[src/rtl/alu_ctrl_stage.sv]
// ---------------------------------------------------------------------------
// alu_ctrl_stage
//
// Registered ALU-control decode stage for the RV32I pipeline, placed between
// instruction decode and execute. It translates (alu_op, opcode, funct3,
// funct7) into an ALU control code. It decodes the optional RV32M ops and
// flags illegal encodings. A one-deep valid/ready register provides
// backpressure and flush. A saturating counter of accepted illegal encodings
// is kept for debug.
//
// Parameters
//   M_EXT   1 = decode RV32M (funct7=0000001); 0 = treat those ops as illegal
//   CTRL_W  width of out_ctrl (>= 5); codes are zero-extended
//   CNT_W   width of illegal_cnt
//
// Ports
//   clk          clock, all state updates on the rising edge
//   reset        synchronous, active-high; highest priority
//   in_valid     upstream holds a decode request
//   in_ready     stage can accept this cycle (= !out_valid || out_ready)
//   alu_op       00 ld/st address, 01 branch compare, 10 R/I arith, 11 reserved
//   op           instruction opcode (op[5] selects R-type vs I-type)
//   funct3       instruction funct3
//   funct7       instruction funct7 (imm[11:5] for I-type)
//   flush        kills the registered entry and any same-cycle input
//   out_valid    registered result valid
//   out_ready    execute stage consumes the result
//   out_ctrl     ALU control code
//   out_is_m     result is an RV32M op (routed to the mul/div unit)
//   out_illegal  encoding is illegal (out_ctrl reads as add)
//   clr_cnt      synchronous clear of illegal_cnt (wins over an increment)
//   illegal_cnt  saturating count of accepted illegal encodings
// ---------------------------------------------------------------------------
module alu_ctrl_stage #(
  parameter int M_EXT  = 1,
  parameter int CTRL_W = 5,
  parameter int CNT_W  = 8
) (
  input  logic              clk,
  input  logic              reset,
  input  logic              in_valid,
  output logic              in_ready,
  input  logic [1:0]        alu_op,
  input  logic [6:0]        op,
  input  logic [2:0]        funct3,
  input  logic [6:0]        funct7,
  input  logic              flush,
  output logic              out_valid,
  input  logic              out_ready,
  output logic [CTRL_W-1:0] out_ctrl,
  output logic              out_is_m,
  output logic              out_illegal,
  input  logic              clr_cnt,
  output logic [CNT_W-1:0]  illegal_cnt
);

  // ALU control codes (5-bit native width)
  localparam logic [4:0] C_ADD  = 5'd0;
  localparam logic [4:0] C_SUB  = 5'd1;
  localparam logic [4:0] C_AND  = 5'd2;
  localparam logic [4:0] C_OR   = 5'd3;
  localparam logic [4:0] C_XOR  = 5'd4;
  localparam logic [4:0] C_SLT  = 5'd5;
  localparam logic [4:0] C_SLTU = 5'd6;
  localparam logic [4:0] C_SLL  = 5'd7;
  localparam logic [4:0] C_SRL  = 5'd8;
  localparam logic [4:0] C_SRA  = 5'd9;
  localparam logic [4:0] C_MUL  = 5'd10;

  localparam logic [6:0] F7_ZERO = 7'b0000000;
  localparam logic [6:0] F7_ALT  = 7'b0100000;
  localparam logic [6:0] F7_MEXT = 7'b0000001;

  typedef struct packed {
    logic [4:0] code;
    logic       is_m;
    logic       illegal;
  } dec_t;

  // Full decode of one request. Illegal encodings are normalised to add with
  // is_m cleared so execute never sees a half-decoded op.
  function automatic dec_t decode(
    input logic [1:0] aop,
    input logic [6:0] opc,
    input logic [2:0] f3,
    input logic [6:0] f7
  );
    dec_t d;
    logic r_type;
    logic f7_zero;
    logic f7_alt;
    logic f7_m;
    d       = '{code: C_ADD, is_m: 1'b0, illegal: 1'b0};
    r_type  = opc[5];
    f7_zero = (f7 == F7_ZERO);
    f7_alt  = (f7 == F7_ALT);
    f7_m    = (f7 == F7_MEXT);
    unique case (aop)
      2'b00: d.code = C_ADD;
      2'b01: d.code = C_SUB;
      2'b10: begin
        if (r_type && f7_m) begin
          // RV32M: funct3 indexes mul..remu directly
          if (M_EXT != 0) begin
            d.code = C_MUL + {2'b00, f3};
            d.is_m = 1'b1;
          end else begin
            d.illegal = 1'b1;
          end
        end else begin
          unique case (f3)
            3'b000: begin
              // I-type addi carries an immediate in funct7, so it is ignored
              if (!r_type || f7_zero)  d.code    = C_ADD;
              else if (f7_alt)         d.code    = C_SUB;
              else                     d.illegal = 1'b1;
            end
            3'b001: begin
              if (f7_zero) d.code    = C_SLL;
              else         d.illegal = 1'b1;
            end
            3'b101: begin
              if (f7_zero)     d.code    = C_SRL;
              else if (f7_alt) d.code    = C_SRA;
              else             d.illegal = 1'b1;
            end
            default: begin
              if (r_type && !f7_zero) begin
                d.illegal = 1'b1;
              end else begin
                unique case (f3)
                  3'b010:  d.code = C_SLT;
                  3'b011:  d.code = C_SLTU;
                  3'b100:  d.code = C_XOR;
                  3'b110:  d.code = C_OR;
                  3'b111:  d.code = C_AND;
                  default: d.code = C_ADD;
                endcase
              end
            end
          endcase
        end
      end
      default: d.illegal = 1'b1;
    endcase
    if (d.illegal) begin
      d.code = C_ADD;
      d.is_m = 1'b0;
    end
    return d;
  endfunction

  // Saturating increment: holds at all-ones
  function automatic logic [CNT_W-1:0] sat_inc(input logic [CNT_W-1:0] c);
    if (&c) return c;
    return c + 1'b1;
  endfunction

  dec_t              dec_p0;
  logic              accept_p0;

  logic              vld_p1;
  logic [4:0]        ctrl_p1;
  logic              is_m_p1;
  logic              ill_p1;
  logic [CNT_W-1:0]  cnt_p1;

  // ---- stage 0: combinational decode and handshake ----
  always_comb begin
    dec_p0    = decode(alu_op, op, funct3, funct7);
    in_ready  = !vld_p1 || out_ready;
    accept_p0 = in_valid && in_ready && !flush;
  end

  // ---- stage 1: output register and illegal counter ----
  always_ff @(posedge clk) begin
    if (reset) begin
      vld_p1  <= 1'b0;
      ctrl_p1 <= '0;
      is_m_p1 <= 1'b0;
      ill_p1  <= 1'b0;
      cnt_p1  <= '0;
    end else begin
      if (flush)          vld_p1 <= 1'b0;
      else if (accept_p0) vld_p1 <= 1'b1;
      else if (out_ready) vld_p1 <= 1'b0;

      // payload only moves on accept; after a drain it keeps stale values
      if (accept_p0) begin
        ctrl_p1 <= dec_p0.code;
        is_m_p1 <= dec_p0.is_m;
        ill_p1  <= dec_p0.illegal;
      end

      if (clr_cnt)                          cnt_p1 <= '0;
      else if (accept_p0 && dec_p0.illegal) cnt_p1 <= sat_inc(cnt_p1);
    end
  end

  assign out_valid   = vld_p1;
  assign out_ctrl    = CTRL_W'(ctrl_p1);
  assign out_is_m    = is_m_p1;
  assign out_illegal = ill_p1;
  assign illegal_cnt = cnt_p1;

endmodule

[config.mk]
export PLATFORM = sky130hd
export DESIGN_NAME = alu_ctrl_stage
export DESIGN_NICKNAME = d
export VERILOG_FILES = /design/src/rtl/alu_ctrl_stage.sv
export SDC_FILE = /design/constraint.sdc
export NUM_CORES = 1
export LEC_CHECK = 0
export ABC_AREA = 1
export CAP_MARGIN = 20
export CORE_MARGIN = 1.5
export CORE_UTILIZATION = 45
export CTS_CLUSTER_DIAMETER = 40
export DETAILED_ROUTE_END_ITERATION = 10
export PLACE_DENSITY = 0.81
export SYNTH_ARGS = -nofsm -noshare
export SYNTH_HDL_FRONTEND = slang
export SYNTH_SLANG_ARGS = --single-unit
[constraint.sdc]
create_clock -name clk -period 1.74 [get_ports clk]
set_input_delay 0.174 -clock clk [delete_from_list [all_inputs] [get_ports clk]]
set_output_delay 0.174 -clock clk [all_outputs]
set_load 0.005 [all_outputs]
==> impl_metrics.yaml <==
global_routing:
  grt_overflow: 0
  grt_usage_pct: 24.14
  gr-usage-met2_pct: 44.18
  grt_max_degree: 18
  grt_pass1_wl_um: 5250
  met1_usage_pct: 28.19
  met3_usage_pct: 6.284
  grt_pass1_vias: 1275
  antenna_found_initial: 0
  gr-max-usage-layer: "met2"
finish:
  fin_cells: 259
  most-common-layout-cells: "nand2_1 (41), clkdlybuf4s50_1 (35), inv_1 (27)"
  stdcell_area_sq_mm: 0.001740
  fill_cells: 210
  seqCellArea_sq_um: 322.8
  fin_nets: 260
  drive_gt1_share_pct: 15.72
  multi_input_area_sq_um: 763.2
  diodes: 0
  final_common_cell: "nand2_1"
  syn_to_final_growth_pct: 46.27
drt:
  avgViaCountPerCell: 5.127
  ant_nets: 0
  vias: 1328
  drt_wl_total_um: 3145
  wl_per_cell_um: 12.14
  first_pass_iters: 4
  drt_iter0_drc: 53
  drc_errors: 0
clocking:
  tritoncts: "done"
  ctsHoldBuffers: 0
  clk_pin_slew_worst_paths_ps: 90
  clockBufferDepth: 2
  htree_num_levels: 1
  post_cts_buffers: 0
  clock_sinks: 16
  post_cts_resized: 0
  clkLatencyLatePin_ps: 280
  cts_made_buffers: 3
  cts_root_buf: "clkbuf_4"
setup_path:
  r2r-start: "illegal_cnt[1]"
  reg2reg_depth: 7
  r2r-end: "illegal_cnt[6]"
  r2r_slack_ps: 140
  arrival_ps: 1440
  crit_required_ps: 1570
  cp-start-kind: "register"
  critical_path.startpoint: "out_valid"
  end_kind: "output port"
  critPathMaxFanout: 2
  critPathKind: "register to output port"
  crit_end: "in_ready"
synth:
  synth-seq-cells: 16
  syn_area_sq_mm: 0.001190
  synthesis.nets: 208
  syn_inst: 178
  synth_top_area_share_pct: 26.92
  synth.distinct_cells: 27
  synth_warnings: 0
  synth_area_leader_cell: "dfxtp_1"
  ys_seq_area_share_pct: 26.92
  syn_area_per_cell_sq_um: 6.685
  synth_area_leaders: "dfxtp_1 (27%), nand2_1 (13%), inv_1 (8.5%), a21oi_1 (6.3%), nand4_1 (6.3%)"
placement:
  dp_slack_ps: -147.0
  place_congestion: 0.8704
  dpl_cell_area_sq_mm: 0.001688
  hpwl_um: 2502
  placed_cells: 255
  port_buffers: 35
die:
  core_area_sq_mm: 0.002500
  die_area_sq_mm: 0.002962
  start_util_pct: 47.60
  num_rows: 18
  ios: 42
  die_height_um: 54.42
  die_w_um: 54.42
power:
  power_w: 0.0008238
  p_per_area_mw_per_mm2: 473.3
  ir_drop_mv: 0.4610
  power.leakage_nw: 0.7656
sta:
  slew_violations: 0
  slew_headroom_pct: 78.71
  hold_viol_final: 0
  period_needed_ps: 1611
  worstMarginPinSlew_ps: 318.3
  finalClockSkew_ps: 2.228
  finalSetupViolCount: 0
  setup_slack_ps: 128.8
  finalCritPeriodShare_pct: 92.59
  max_freq_mhz: 620.7
run_status:
  status: "finished clean"
job:
  drv_cap: 0
min_path:
  hold_class: "register to register"
critical path: stages, from the launching register on:
cell             delay (ps)
dfxtp_1                 340
inv_1                    40
nor2_1                  210
inv_1                   100
clkdlybuf4s50_1         450
report_power, final:
| part | leakage, nW | internal (W) | switching [W] |
|---|---|---|---|
| clock network | 0.0210 | 0.000127 | 0.000115 |
| logic | 0.614 | 0.0000999 | 0.000107 |
| registers | 0.130 | 0.000371 | 0.00000292 |
kinds of logic (layout without fill, tap and decap cells):
| logic type | after synthesis | in the layout | share of synthesized area [%] |
|---|---|---|---|
| adders and majority gates | 5 | 5 | 5.258 |
| xor gates and xnor gates | 6 | 6 | 4.416 |
| AOI/OAI and AO/OA | 25 | 25 | 11.46 |
| and+or+nand+nor | 94 | 94 | 41.85 |
| buffers and inverters | 32 | 83 | 10.10 |
| DFF | 16 | 16 | 26.92 |
flip-flops by register name, summed over array words and instances (netlist names):
signal       flops
illegal_cnt      8
out_ctrl         5
out_illegal      1
out_is_m         1
out_valid        1
stage by stage:
step | hold WS [ps] | setup TNS, ps | utilization, %
finish | 469.5 | 0 | 69.62
global route | 492.9 | -23.33 | 69.62
CTS | 470.0 | 0 | 68.97
detailed placement | 456.4 | -977.7 | 67.52
global placement | 453.8 | -425.4 | 67.52
floorplan | 252.5 | 0 | -
synth_stat cells (all sizes together):
| master | count |
|---|---|
| nand2 | 46 |
| inv | 29 |
| nor2 | 20 |
| dfxtp | 16 |
| a21oi | 15 |
| nand4 | 13 |
| nand3 | 10 |
| xor2 | 6 |
| ha | 5 |
| o21ai | 5 |
| nor3 | 4 |
| a211oi | 3 |
| clkbuf | 2 |
| clkinv | 1 |
| nor3b | 1 |
| o21bai | 1 |
| o22ai | 1 |
worst min path at each step:
stage                 from     endpoint  slack [ps]  cells after the start
2_1_floorplan        flush    out_valid         250                      1
3_3_place_gp   out_ctrl[1]  out_ctrl[1]         450                      2
3_5_place_dp   out_ctrl[3]  out_ctrl[3]         460                      2
4_1_cts        out_ctrl[3]  out_ctrl[3]         470                      2
5_1_grt        out_ctrl[3]  out_ctrl[3]         490                      2
6_report       out_ctrl[3]  out_ctrl[3]         470                      2
per-layer routing:
layer | routed length [um] | part of all wire (%)
met2 | 1599 | 51
met1 | 1351 | 43
met3 | 181 | 5.8
met4 | 13 | 0.41
met5 | 0 | 0
area by class of cell:
type                            instances  share of cell area, %
Multi-Input combinational cell        130                  43.85
Timing Repair Buffer                   49                  26.89
Sequential cell                        16                  18.55
Inverter                               30                  6.470
Tap cell                               30                  2.157
Clock buffer                            4                  2.085
No activity file was read; power rests on OpenSTA's default activity.
